[src/rtl/multicycle_addsub_if.sv]
// Handshake bundle for multicycle_addsub: operand side and result side.
interface multicycle_addsub_if #(
  parameter int N = 32
);
  logic         in_valid;
  logic         in_ready;
  logic [N-1:0] A;
  logic [N-1:0] B;
  logic         cIn;
  logic         sub;
  logic         out_valid;
  logic         out_ready;
  logic [N-1:0] S;
  logic         Cout;
  logic         V;
  logic         Z;

  // Upstream/downstream view (testbench or surrounding logic).
  modport master (
    output in_valid, A, B, cIn, sub, out_ready,
    input  in_ready, out_valid, S, Cout, V, Z
  );

  // Arithmetic block view.
  modport slave (
    input  in_valid, A, B, cIn, sub, out_ready,
    output in_ready, out_valid, S, Cout, V, Z
  );
endinterface

[src/rtl/multicycle_addsub.sv]
// N-bit add/subtract built from one CHUNK-bit ripple slice, iterated K = N/CHUNK times.
// Subtract is folded into the operands at accept time (Bx = ~B, c0 = cIn ^ sub), so the
// iteration itself is always a plain add with a carry carried between slices.
//
// state | meaning
// IDLE  | in_ready high, waiting for an operand set
// BUSY  | adding slice idx_q each cycle, carry kept in carry_q
// DONE  | out_valid high, result and flags held until out_ready
module multicycle_addsub #(
  parameter int N     = 32,
  parameter int CHUNK = 8
) (
  input  logic                clk,
  input  logic                rst,
  multicycle_addsub_if.slave  bus
);

  localparam int K  = N / CHUNK;
  localparam int IW = $clog2(K + 1);
  localparam int CW = CHUNK + 1;

  typedef enum logic [1:0] {IDLE, BUSY, DONE} state_t;

  state_t          state_q;
  logic [N-1:0]    a_q;
  logic [N-1:0]    bx_q;
  logic [N-1:0]    s_q;
  logic            carry_q;
  logic [IW-1:0]   idx_q;
  logic            cout_q;
  logic            v_q;
  logic            z_q;
  logic            in_ready_q;
  logic            out_valid_q;

  logic [31:0]     base_d;
  logic [CHUNK-1:0] a_sl_d;
  logic [CHUNK-1:0] bx_sl_d;
  logic [CHUNK:0]  slice_d;
  logic [N-1:0]    s_d;
  logic            last_d;

  // Current slice add and the S value it produces; shifts avoid a wide index mux.
  always_comb begin
    base_d  = 32'(idx_q) * 32'(CHUNK);
    a_sl_d  = CHUNK'(a_q >> base_d);
    bx_sl_d = CHUNK'(bx_q >> base_d);
    slice_d = {1'b0, a_sl_d} + {1'b0, bx_sl_d} + CW'(carry_q);
    s_d     = (s_q & ~(N'({CHUNK{1'b1}}) << base_d))
            | (N'(slice_d[CHUNK-1:0]) << base_d);
    last_d  = (idx_q == IW'(K - 1));
  end

  // Control FSM with registered handshake outputs and result flags.
  always_ff @(posedge clk) begin
    if (rst) begin
      state_q     <= IDLE;
      a_q         <= '0;
      bx_q        <= '0;
      s_q         <= '0;
      carry_q     <= 1'b0;
      idx_q       <= '0;
      cout_q      <= 1'b0;
      v_q         <= 1'b0;
      z_q         <= 1'b0;
      in_ready_q  <= 1'b1;
      out_valid_q <= 1'b0;
    end else begin
      case (state_q)
        IDLE: begin
          if (bus.in_valid) begin
            a_q        <= bus.A;
            bx_q       <= bus.sub ? ~bus.B : bus.B;
            carry_q    <= bus.cIn ^ bus.sub;
            idx_q      <= '0;
            in_ready_q <= 1'b0;
            state_q    <= BUSY;
          end
        end
        BUSY: begin
          s_q     <= s_d;
          carry_q <= slice_d[CHUNK];
          idx_q   <= idx_q + 1'b1;
          if (last_d) begin
            cout_q      <= slice_d[CHUNK];
            v_q         <= (a_q[N-1] == bx_q[N-1]) && (s_d[N-1] != a_q[N-1]);
            z_q         <= (s_d == '0);
            out_valid_q <= 1'b1;
            state_q     <= DONE;
          end
        end
        DONE: begin
          if (bus.out_ready) begin
            out_valid_q <= 1'b0;
            in_ready_q  <= 1'b1;
            state_q     <= IDLE;
          end
        end
        default: state_q <= IDLE;
      endcase
    end
  end

  assign bus.in_ready  = in_ready_q;
  assign bus.out_valid = out_valid_q;
  assign bus.S         = s_q;
  assign bus.Cout      = cout_q;
  assign bus.V         = v_q;
  assign bus.Z         = z_q;

endmodule

[src/flat_wrapper.sv]
// flat-port wrapper written by rule: the top's interface ports become plain ports
module multicycle_addsub_flat 
#(
  parameter int N     = 32,
  parameter int CHUNK = 8
)
  (clk, rst, bus_in_valid, bus_A, bus_B, bus_cIn, bus_sub, bus_out_ready, bus_in_ready, bus_out_valid, bus_S, bus_Cout, bus_V, bus_Z);
  multicycle_addsub_if #(.N(N)) bus_i ();
  input  logic clk;
  input  logic rst;
  input wire logic [$bits(bus_i.in_valid)-1:0] bus_in_valid;
  input wire logic [$bits(bus_i.A)-1:0] bus_A;
  input wire logic [$bits(bus_i.B)-1:0] bus_B;
  input wire logic [$bits(bus_i.cIn)-1:0] bus_cIn;
  input wire logic [$bits(bus_i.sub)-1:0] bus_sub;
  input wire logic [$bits(bus_i.out_ready)-1:0] bus_out_ready;
  output wire logic [$bits(bus_i.in_ready)-1:0] bus_in_ready;
  output wire logic [$bits(bus_i.out_valid)-1:0] bus_out_valid;
  output wire logic [$bits(bus_i.S)-1:0] bus_S;
  output wire logic [$bits(bus_i.Cout)-1:0] bus_Cout;
  output wire logic [$bits(bus_i.V)-1:0] bus_V;
  output wire logic [$bits(bus_i.Z)-1:0] bus_Z;
  assign bus_i.in_valid = bus_in_valid;
  assign bus_i.A = bus_A;
  assign bus_i.B = bus_B;
  assign bus_i.cIn = bus_cIn;
  assign bus_i.sub = bus_sub;
  assign bus_i.out_ready = bus_out_ready;
  assign bus_in_ready = bus_i.in_ready;
  assign bus_out_valid = bus_i.out_valid;
  assign bus_S = bus_i.S;
  assign bus_Cout = bus_i.Cout;
  assign bus_V = bus_i.V;
  assign bus_Z = bus_i.Z;
  multicycle_addsub #(.N(N), .CHUNK(CHUNK)) u_core (.clk(clk), .rst(rst), .bus(bus_i));
endmodule
[config.mk]
export PLATFORM = sky130hd
export DESIGN_NAME = multicycle_addsub_flat
export DESIGN_NICKNAME = d
export VERILOG_FILES = /design/src/rtl/multicycle_addsub_if.sv /design/src/rtl/multicycle_addsub.sv /design/src/flat_wrapper.sv
export SDC_FILE = /design/constraint.sdc
export NUM_CORES = 1
export LEC_CHECK = 0
export ABC_AREA = 1
export CAP_MARGIN = 20
export CORE_AREA = 2 2 105 107
export DETAILED_ROUTE_END_ITERATION = 8
export DIE_AREA = 0 0 107 109
export PLACE_DENSITY = 0.81
export SLEW_MARGIN = 20
export SYNTH_ARGS = -nofsm -noshare
export SYNTH_HDL_FRONTEND = slang
export SYNTH_SLANG_ARGS = --single-unit
export TNS_END_PERCENT = 30
[constraint.sdc]
create_clock -name clk -period 7.2 [get_ports clk]
set_clock_uncertainty 0.15 [all_clocks]
set_input_delay 2.16 -clock clk [delete_from_list [all_inputs] [get_ports clk]]
set_output_delay 2.16 -clock clk [all_outputs]
set_load 0.05 [all_outputs]
# After elaboration in Yosys (flattened, before gate mapping)
# Index checks and enable logic that the tools add are counted.
[word_totals]
register_bits = 107
latch_bits = 0
ramBits = 0
rom_bits = 0
in_bits = 70
output_inout_bits = 37
n_memories = 0
[op_classes]
addsub = 3
multipliers = 0
div_mod_pow = 0
magnitude_cmp = 0
eq_ne = 8
shift = 4
muxes = 15
bitwise_logic = 5
reduce_logical = 12
[op_table]
columns = ["op", "count"]
rows = [
  ["32-bit inverter", 2],
  ["32-bit by 6-bit >> shifter with 8-bit output", 2],
  ["32-bit AND", 1],
  ["32-bit zero test", 1],
  ["32-bit 2-to-1 mux", 1],
  ["32-bit OR", 1],
  ["8-bit by 6-bit left shift with 32-bit output", 1],
  ["8-bit by 6-bit left shift with 32-bit output (first input constant)", 1],
  ["8-bit by 8-bit adder with 9-bit output", 1],
  ["9-bit by 1-bit adder with 9-bit output", 1],
  ["3-bit AND reduction", 3],
  ["2-bit 2-to-1 mux", 3],
  ["1-bit case mux with 2 select lines", 3],
  ["2-bit case mux with 3 select lines", 1],
  ["3-bit case mux with 2 select lines", 1],
  ["2-bit AND reduction", 3],
  ["2-bit nonzero test", 3],
  ["1-bit 2-to-1 mux", 5],
  ["2-bit inequality test (second input constant)", 2],
  ["3-bit by 1-bit adder with 3-bit output (second input constant)", 1],
  ["3-bit by 2-bit equality test with 1-bit output (second input constant)", 1],
  ["3-bit 2-to-1 mux", 1],
  ["2-bit by 1-bit equality test with 1-bit output (second input constant)", 1],
  ["2-bit equality test (second input constant)", 1],
  ["6 further kinds", 6],
]

# Logic depth before layout (Yosys ltp)
# Gate-level depths: netlist of the first run.
[depth]
depth_word = 7
depth_mapped = 23
depth_no_buf = 22

# Least setup slack after synthesis of the first run
# Ideal clock, no wire load.
[synth_path]
path_kind = "reg2reg"
startpoint = "register u_core.idx_q[0]"
endpoint = "register u_core.z_q, in the netlist u_core.bus.Z"
setup_ps = 67
t_arrival_ps = 3078
required_time_ps = 6983
setup_slack_ps = 3905
path_stages_with_launch = 23
cell_sequence = "dfxtp_1 > buf_2 > buf_2 > clkbuf_1 > nor2_1 > o22ai_1 > nand2_1 > fa_1 > inv_1 > fa_1 > nand2_1 > inv_1 > nand2_1 > nand2_1 > nor2_1 > nand2_1 > nor2_1 > nand3_1 > nor2_1 > nand3_1 > nor2_1 > nand2_1 > a21oi_2"
[synth_between]
elab_chain_cells = 6
word_cells_on_any_way = 12
[synth_lines]
columns = ["item", "line_no", "rtl"]
rows = [
  ["start: declaration", "multicycle_addsub.sv:29", "logic [IW-1:0] idx_q;"],
  ["start signal: assignment", "multicycle_addsub.sv:83", "idx_q <= idx_q + 1'b1;"],
  ["32-bit by 6-bit >> shifter with 8-bit output, on equally long branches", "multicycle_addsub.sv:46, multicycle_addsub.sv:47", ""],
  ["8-bit by 8-bit adder with 9-bit output", "multicycle_addsub.sv:48", "slice_d = {1'b0, a_sl_d} + {1'b0, bx_sl_d} + CW'(carry_q);"],
  ["9-bit by 1-bit adder with 9-bit output", "multicycle_addsub.sv:48", ""],
  ["8-bit by 6-bit left shift with 32-bit output", "multicycle_addsub.sv:50", "| (N'(slice_d[CHUNK-1:0]) << base_d);"],
  ["32-bit OR", "multicycle_addsub.sv:50", ""],
  ["32-bit zero test", "multicycle_addsub.sv:87", "z_q <= (s_d == '0);"],
  ["end signal: assignment", "multicycle_addsub.sv:87", ""],
  ["end: declaration", "multicycle_addsub.sv:32", "logic z_q;"],
]
# Several ways; a longest one is shown, not always the timed one.
# A chain may end at the register's enable or synchronous reset.

# Worst setup path after layout of the first run
[layout_path]
startpoint = "input bus_in_valid"
endpoint = "register u_core.bx_q[22]"
[layout_between]
elab_chain_cells = 1
[layout_lines]
columns = ["item", "line_no", "rtl"]
rows = [
  ["start: declaration", "flat_wrapper.sv:11", "input wire logic [$bits(bus_i.in_valid)-1:0] bus_in_valid;"],
  ["2-bit AND reduction (no line)", "n/a", ""],
  ["end signal: assignment", "multicycle_addsub.sv:73", "bx_q <= bus.sub ? ~bus.B : bus.B;"],
  ["end: declaration", "multicycle_addsub.sv:26", "logic [N-1:0] bx_q;"],
]
# Every way passes these cells.

==> flow_metrics.tcl, run 1 <==
set metrics [dict create \
    route.vias.total 5404 \
    crit_path_end_kind "flop" \
    antenna_found_initial 0 \
    period_needed_ps 4140 \
    worstPathBufferInverterCount 3 \
    grt_pass1_vias 4796 \
    whs_ps 316 \
    synth_top_cell_area_share_pct 38.2 \
    yosysTopAreaCell "dfxtp_1" \
    syn2layout_area_growth_pct 22.7 \
    seq_area_frac_synth_pct 38.2 \
    ios 107 \
    grt.total_usage_pct 24.7 \
    arrival_ps 4240 \
    rsz0062_at_grt "no" \
    postCtsSetupBuffers 0 \
    crit_slowest_cell "inv_2" \
    vias_per_cell 5.19 \
    fill_cells 969 \
    cts_sinks 107 \
    postLayoutCoreUtil_pct 65.0 \
    final_nets 980 \
    drive_above_1_share_pct 5.11 \
    finalNonFillerCells 1041 \
    cts-root-buf "clkbuf_8" \
    ys_ff_latch 107 \
    fin_setup_tns_ps 0 \
    maxCapViolCount 0 \
    cp_max_fo 67 \
    ir_worst_vdd_uv 107 \
    slowest_delay_ps 550 \
    p_per_area_nw_per_um2 222 \
    tritoncts "yes" \
    required_ps 7290 \
    rows 38 \
    synthTopCellsByArea "dfxtp_1 (38%), nor2_1 (12%), o21ai_0 (9.7%)" \
    final_cell_mix "nor2_1 (172), o21ai_0 (109), nand2_1 (109), dfxtp_1 (107), clkdlybuf4s50_1 (104)" \
    status "finished clean" \
    initial_core_util_pct 52.9 \
    final_area_um2 6890 \
    die_area_um2 11700 \
    yosys.cell_types.count 33 \
    insertion_delay_ps 380 \
    synth_nets 907 \
    syn_area_per_cell_um2 6.82 \
    drtPass1Iterations 5 \
    worst_pin_slew_ps 1060 \
    place_inst 1024 \
    drt-total-wl_um 14100 \
    cts_buffers 9 \
    holdBufCountCts 0 \
    route.detailed.drc 0 \
    layout_commonest_cell "nor2_1" \
    n_antenna_cell 0 \
    relSlewSlack_pct 29.4 \
    drt_iter0_markers 343 \
    ant_nets 0 \
    clockBufferDepth 2 \
    coreArea_um2 10600 \
    placed_cell_area_um2 6660 \
    wl_per_cell_um 13.5 \
    max_freq_mhz 241 \
    die_x_um 107 \
    finalSetupViolations 0 \
    clkSlewWorstSetupHoldPaths_ps 120 \
    leakagePower_nw 3.02 \
    startpoint_type "input pin" \
    crit_chain "clkdlybuf4s50_1, nand2_1, nor2_4, buf_4, inv_2, o21ai_0, a21oi_1" \
    timing.final.crit_share_pct 57.5 \
    h-tree-depth 3 \
    finalHoldViolCount 0 \
    portBuffers 106 \
    synthCells 823 \
    cp_top_family "buffers and inverters" \
    grt_first_pass_wirelength_um 23100 \
    dp_hpwl_um 9830 \
    synthesis.area_um2 5610 \
    yosys_warnings 0 \
    grt_max_degree 68 \
    critPathKind "in2reg" \
    place_congestion 0.888 \
    die_h_um 109 \
    overflow 0 \
    slew_violations 0 \
    cts.repair.resized 0 \
    hold_class "reg2reg" \
]
==> routing by layer <==
| metal | wire, um | vias to the layer above | GRT usage [%] |
|---|---|---|---|
| met5 | 0 | - | 0 |
| met3 | 803 | 23 | 3.29 |
| met2 | 6560 | 187 | 41.8 |
| met4 | 262 | 0 | 7.98 |
| met1 | 6470 | 2391 | 32.9 |
| li1 | - | 2803 | - |
==> flip-flops by register name (all words and copies together) (netlist names) <==
register,cells
u_core.a_q,32
u_core.bus.Cout,1
u_core.bus.S,32
u_core.bus.V,1
u_core.bus.Z,1
u_core.bus.in_ready,1
u_core.bus.out_valid,1
u_core.bx_q,32
u_core.carry_q,1
u_core.idx_q,3
u_core.state_q,2
==> final timing paths <==
kind,startpoint,end,slack [ps],cells past startpoint
worst min register to register,u_core.bus.out_valid$_SDFFE_PP0P_,u_core.bus.out_valid$_SDFFE_PP0P_,320,2
worst max register to register,u_core.idx_q[2]$_SDFFE_PP0P_,u_core.bus.Z$_SDFFE_PP0P_,3150,22
worst max-delay path,bus_in_valid,u_core.bx_q[22]$_SDFFE_PP0P_,3060,7
worst min-delay path,u_core.bus.out_valid$_SDFFE_PP0P_,u_core.bus.out_valid$_SDFFE_PP0P_,320,2
==> power breakdown <==
part	leakage (nW)	internal [mW]	switching, mW	total, mW
logic	2.03	0.180	0.313	0.493
registers	0.883	0.640	0.0269	0.667
clock network	0.102	0.143	0.223	0.366
total	3.02	0.964	0.563	1.53
==> area by class of cell <==
cell class	instances	area [um2]	share of cell area [%]
multi-input combinational	587	2960	43.0
sequential	107	2140	31.1
timing repair buffer	112	1120	16.2
inverter	79	297	4.31
tap	140	175	2.54
clock buffer	10	138	2.00
clock inverter	6	58.8	0.854
==> worst reg2reg max path, stage by stage, from the launching register on <==
cell and delay [ps]:
dfxtp_1 510, nor2_4 470, inv_2 220, a21oi_1 150
o21ai_0 90, nand2_1 80, inv_1 70, fa_1 420
inv_1 120, fa_1 470, nand2_1 110, inv_1 60
nand2_1 50, nand2_1 50, nor2_1 100, nand2_1 70
nor2_1 120, nand3_1 90, nor2_1 100, nand3_1 70
nor2_1 140, nand2_1 130, a21oi_2 130
==> logic make-up (layout without fill, tap and decap cells) <==
family / after synthesis / after routing / synth area share (%)
compound gates: 205 / 205 / 19.5
simple gates: 335 / 335 / 24.6
flops: 107 / 107 / 38.2
buf+inv: 129 / 207 / 9.19
fa+ha+maj: 14 / 14 / 3.39
xor+xnor: 33 / 33 / 5.15
==> per-stage QoR <==
stage                     power (mW)  setup WS [ps]
final                           1.53           3060
after detailed placement        1.16           2670
after global placement          1.16           2700
after floorplan                 1.01           3900
after CTS                       1.52           3070
after global routing            1.61           2790
==> synth_stat cells, drive strengths merged <==
cell type	count
ha	12
o21bai	2
a211oi	17
xnor2	16
nand3b	1
clkbuf	31
nor2	176
fa	2
xor2	17
o211ai	1
dfxtp	107
a31oi	2
a2bb2oi	1
a21oi	63
o21ai	114
or2	3
inv	79
buf	19
nand2	114
and2	2
o22ai	5
nand4	9
nand3	30
Power figures use the tool's default switching activity.
==> inputs of run 2 (changes only) <==
Settings changed: CORE_AREA 2 2 105 107 to 2 2 113 115, DIE_AREA 0 0 107 109 to 0 0 115 117, PLACE_DENSITY 0.81 to 0.74.
Clock period 7.2 ns to 3.6 ns, I/O delays scaled along.
==> flow_metrics.tcl, run 2 (same netlist as run 1, synthesis figures left out) <==
set metrics [dict create \
    grt_first_pass_wirelength_um 25000 \
    layout_commonest_cell "nor2_1" \
    place_ws_ps 241 \
    portBuffers 106 \
    whs_ps 308 \
    relSlewSlack_pct 34.2 \
    p_sw_mw 1.16 \
    grt.total_usage_pct 23.3 \
    clkSlewWorstSetupHoldPaths_ps 70 \
    rsz0062_at_grt "no" \
    route.detailed.drc 0 \
    finalNonFillerCells 1063 \
    multiInputGateArea_um2 2960 \
    startpoint_type "flop" \
    crit_chain "o21ai_0, o22ai_1, nand2_1, fa_1, inv_1, fa_1, nand2_1, inv_1, nand2_1, nand2_1, nor2_1, nand2_1, nor2_1, nand3_1, nor2_1, nand3_1, nor2_1, nand2_1, a21oi_2" \
    combPwrFrac_pct 29.6 \
    slowest_delay_ps 540 \
    cts_sinks 107 \
    status "finished clean" \
    route.vias.total 5454 \
    finalSetupViolations 0 \
    fill_cells 1184 \
    wl_per_cell_um 14.3 \
    die_h_um 117 \
    antenna_found_initial 0 \
    critPathKind "reg2reg" \
    timing.final.crit_share_pct 90.0 \
    clockBufferDepth 2 \
    maxCapViolCount 0 \
    final_cell_mix "nor2_1 (172), o21ai_0 (109), nand2_1 (109), dfxtp_1 (105), clkdlybuf4s50_1 (104)" \
    clock_power_share_pct 30.4 \
    required_ps 3730 \
    rows 41 \
    final_area_um2 7090 \
    setup_ws_ps 362 \
    insertion_delay_ps 350 \
    drt-total-wl_um 15200 \
    path_common_cell "nand2_1" \
    place_inst 1045 \
    drive_above_1_share_pct 6.68 \
    syn2layout_area_growth_pct 26.4 \
    ant_nets 0 \
    ir_worst_vdd_uv 247 \
    hold_class "reg2reg" \
    vias_per_cell 5.13 \
    worst_pin_slew_ps 987 \
    tritoncts "yes" \
    dp_hpwl_um 10800 \
    grt_pass1_vias 4982 \
    max_freq_mhz 309 \
    die_area_um2 13500 \
    drtPass1Iterations 6 \
    h-tree-depth 3 \
    postLayoutCoreUtil_pct 57.6 \
    crit_slowest_cell "dfxtp_2" \
    leakagePower_nw 3.12 \
    placed_cell_area_um2 6760 \
    final_nets 992 \
    arrival_ps 3370 \
    n_antenna_cell 0 \
    die_x_um 115 \
    cp_max_fo 13 \
    pwr-share-seq_pct 40.0 \
    holdBufCountCts 0 \
    ios 107 \
    finalHoldViolCount 0 \
    p_total_mw 3.36 \
    fin_setup_tns_ps 0 \
    crit_path_end_kind "flop" \
    swShare_pct 34.5 \
    cts-root-buf "clkbuf_16" \
    intPower_mw 2.20 \
    regArea_um2 2140 \
    cts_buffers 9 \
    initial_core_util_pct 45.6 \
    overflow 0 \
    p_per_area_nw_per_um2 474 \
    coreArea_um2 12300 \
    slew_violations 0 \
    drt_iter0_markers 399 \
    grt_max_degree 67 \
    period_needed_ps 3240 \
    place_congestion 0.942 \
]
[run 2: changes by cell type in the layout (fill, tap and decap cells not counted), sizes merged]
cell	before	now
clkbuf	10	9
buf	8	20
inv	81	82
bufinv	0	1
clkinv	4	2
clkinvlp	0	1
[run 2: final timing paths]
path                                 from                     endpoint  slack [ps]  cells after the start
max          u_core.idx_q[1]$_SDFFE_PP0P_    u_core.bus.Z$_SDFFE_PP0P_         360                     19
min           u_core.bx_q[7]$_SDFFE_PP0P_  u_core.bx_q[7]$_SDFFE_PP0P_         310                      2
max reg2reg  u_core.idx_q[1]$_SDFFE_PP0P_    u_core.bus.Z$_SDFFE_PP0P_         360                     19
min reg2reg   u_core.bx_q[7]$_SDFFE_PP0P_  u_core.bx_q[7]$_SDFFE_PP0P_         310                      2
[run 2: critical path: cells and delay by family (launching register included)]
family                   cells  cell delay (ps)
AND/OR/NAND/NOR             12             1020
adder cells (fa/ha/maj)      2              860
flip-flops                   1              540
AO/OA/AOI/OAI                3              430
buffers and inverters        2              170
[run 2: power groups by stage]
stage	sequential [mW]	clock (mW)	combinational, mW
floorplan	1.44	0	0.584
global placement	1.36	0	0.972
detailed placement	1.37	0	0.976
CTS	1.34	1.03	0.983
global route	1.35	1.09	1.11
finish	1.34	1.02	0.995
[run 2: cell type report]
class | count | area share (%)
clock buffer | 9 | 3.18
clock inverter | 7 | 1.15
tap | 150 | 2.65
inverter | 79 | 4.27
timing repair buffer | 124 | 16.8
multi-input combinational | 587 | 41.8
sequential | 107 | 30.2
[run 2: layer usage]
layer  vias up  global-route usage, %  wire [um]
met1      2417                   32.7       7280
met4         0                   7.15        335
met5         -                      0          0
met3        27                   3.60        815
li1       2825                      -          -
met2       185                   37.2       6730
[run 2: repair_timing]
item,4_1_cts,5_1_grt
endpoints found under the setup margin,0,1
resized for setup,0,5
buffers inserted,0,2
==> inputs of run 3 (changes only) <==
Settings changed: SKIP_LAST_GASP from default to 1.
==> results of run 3 <==
The final DEF is identical to that of run 2; final timing and power are the same.
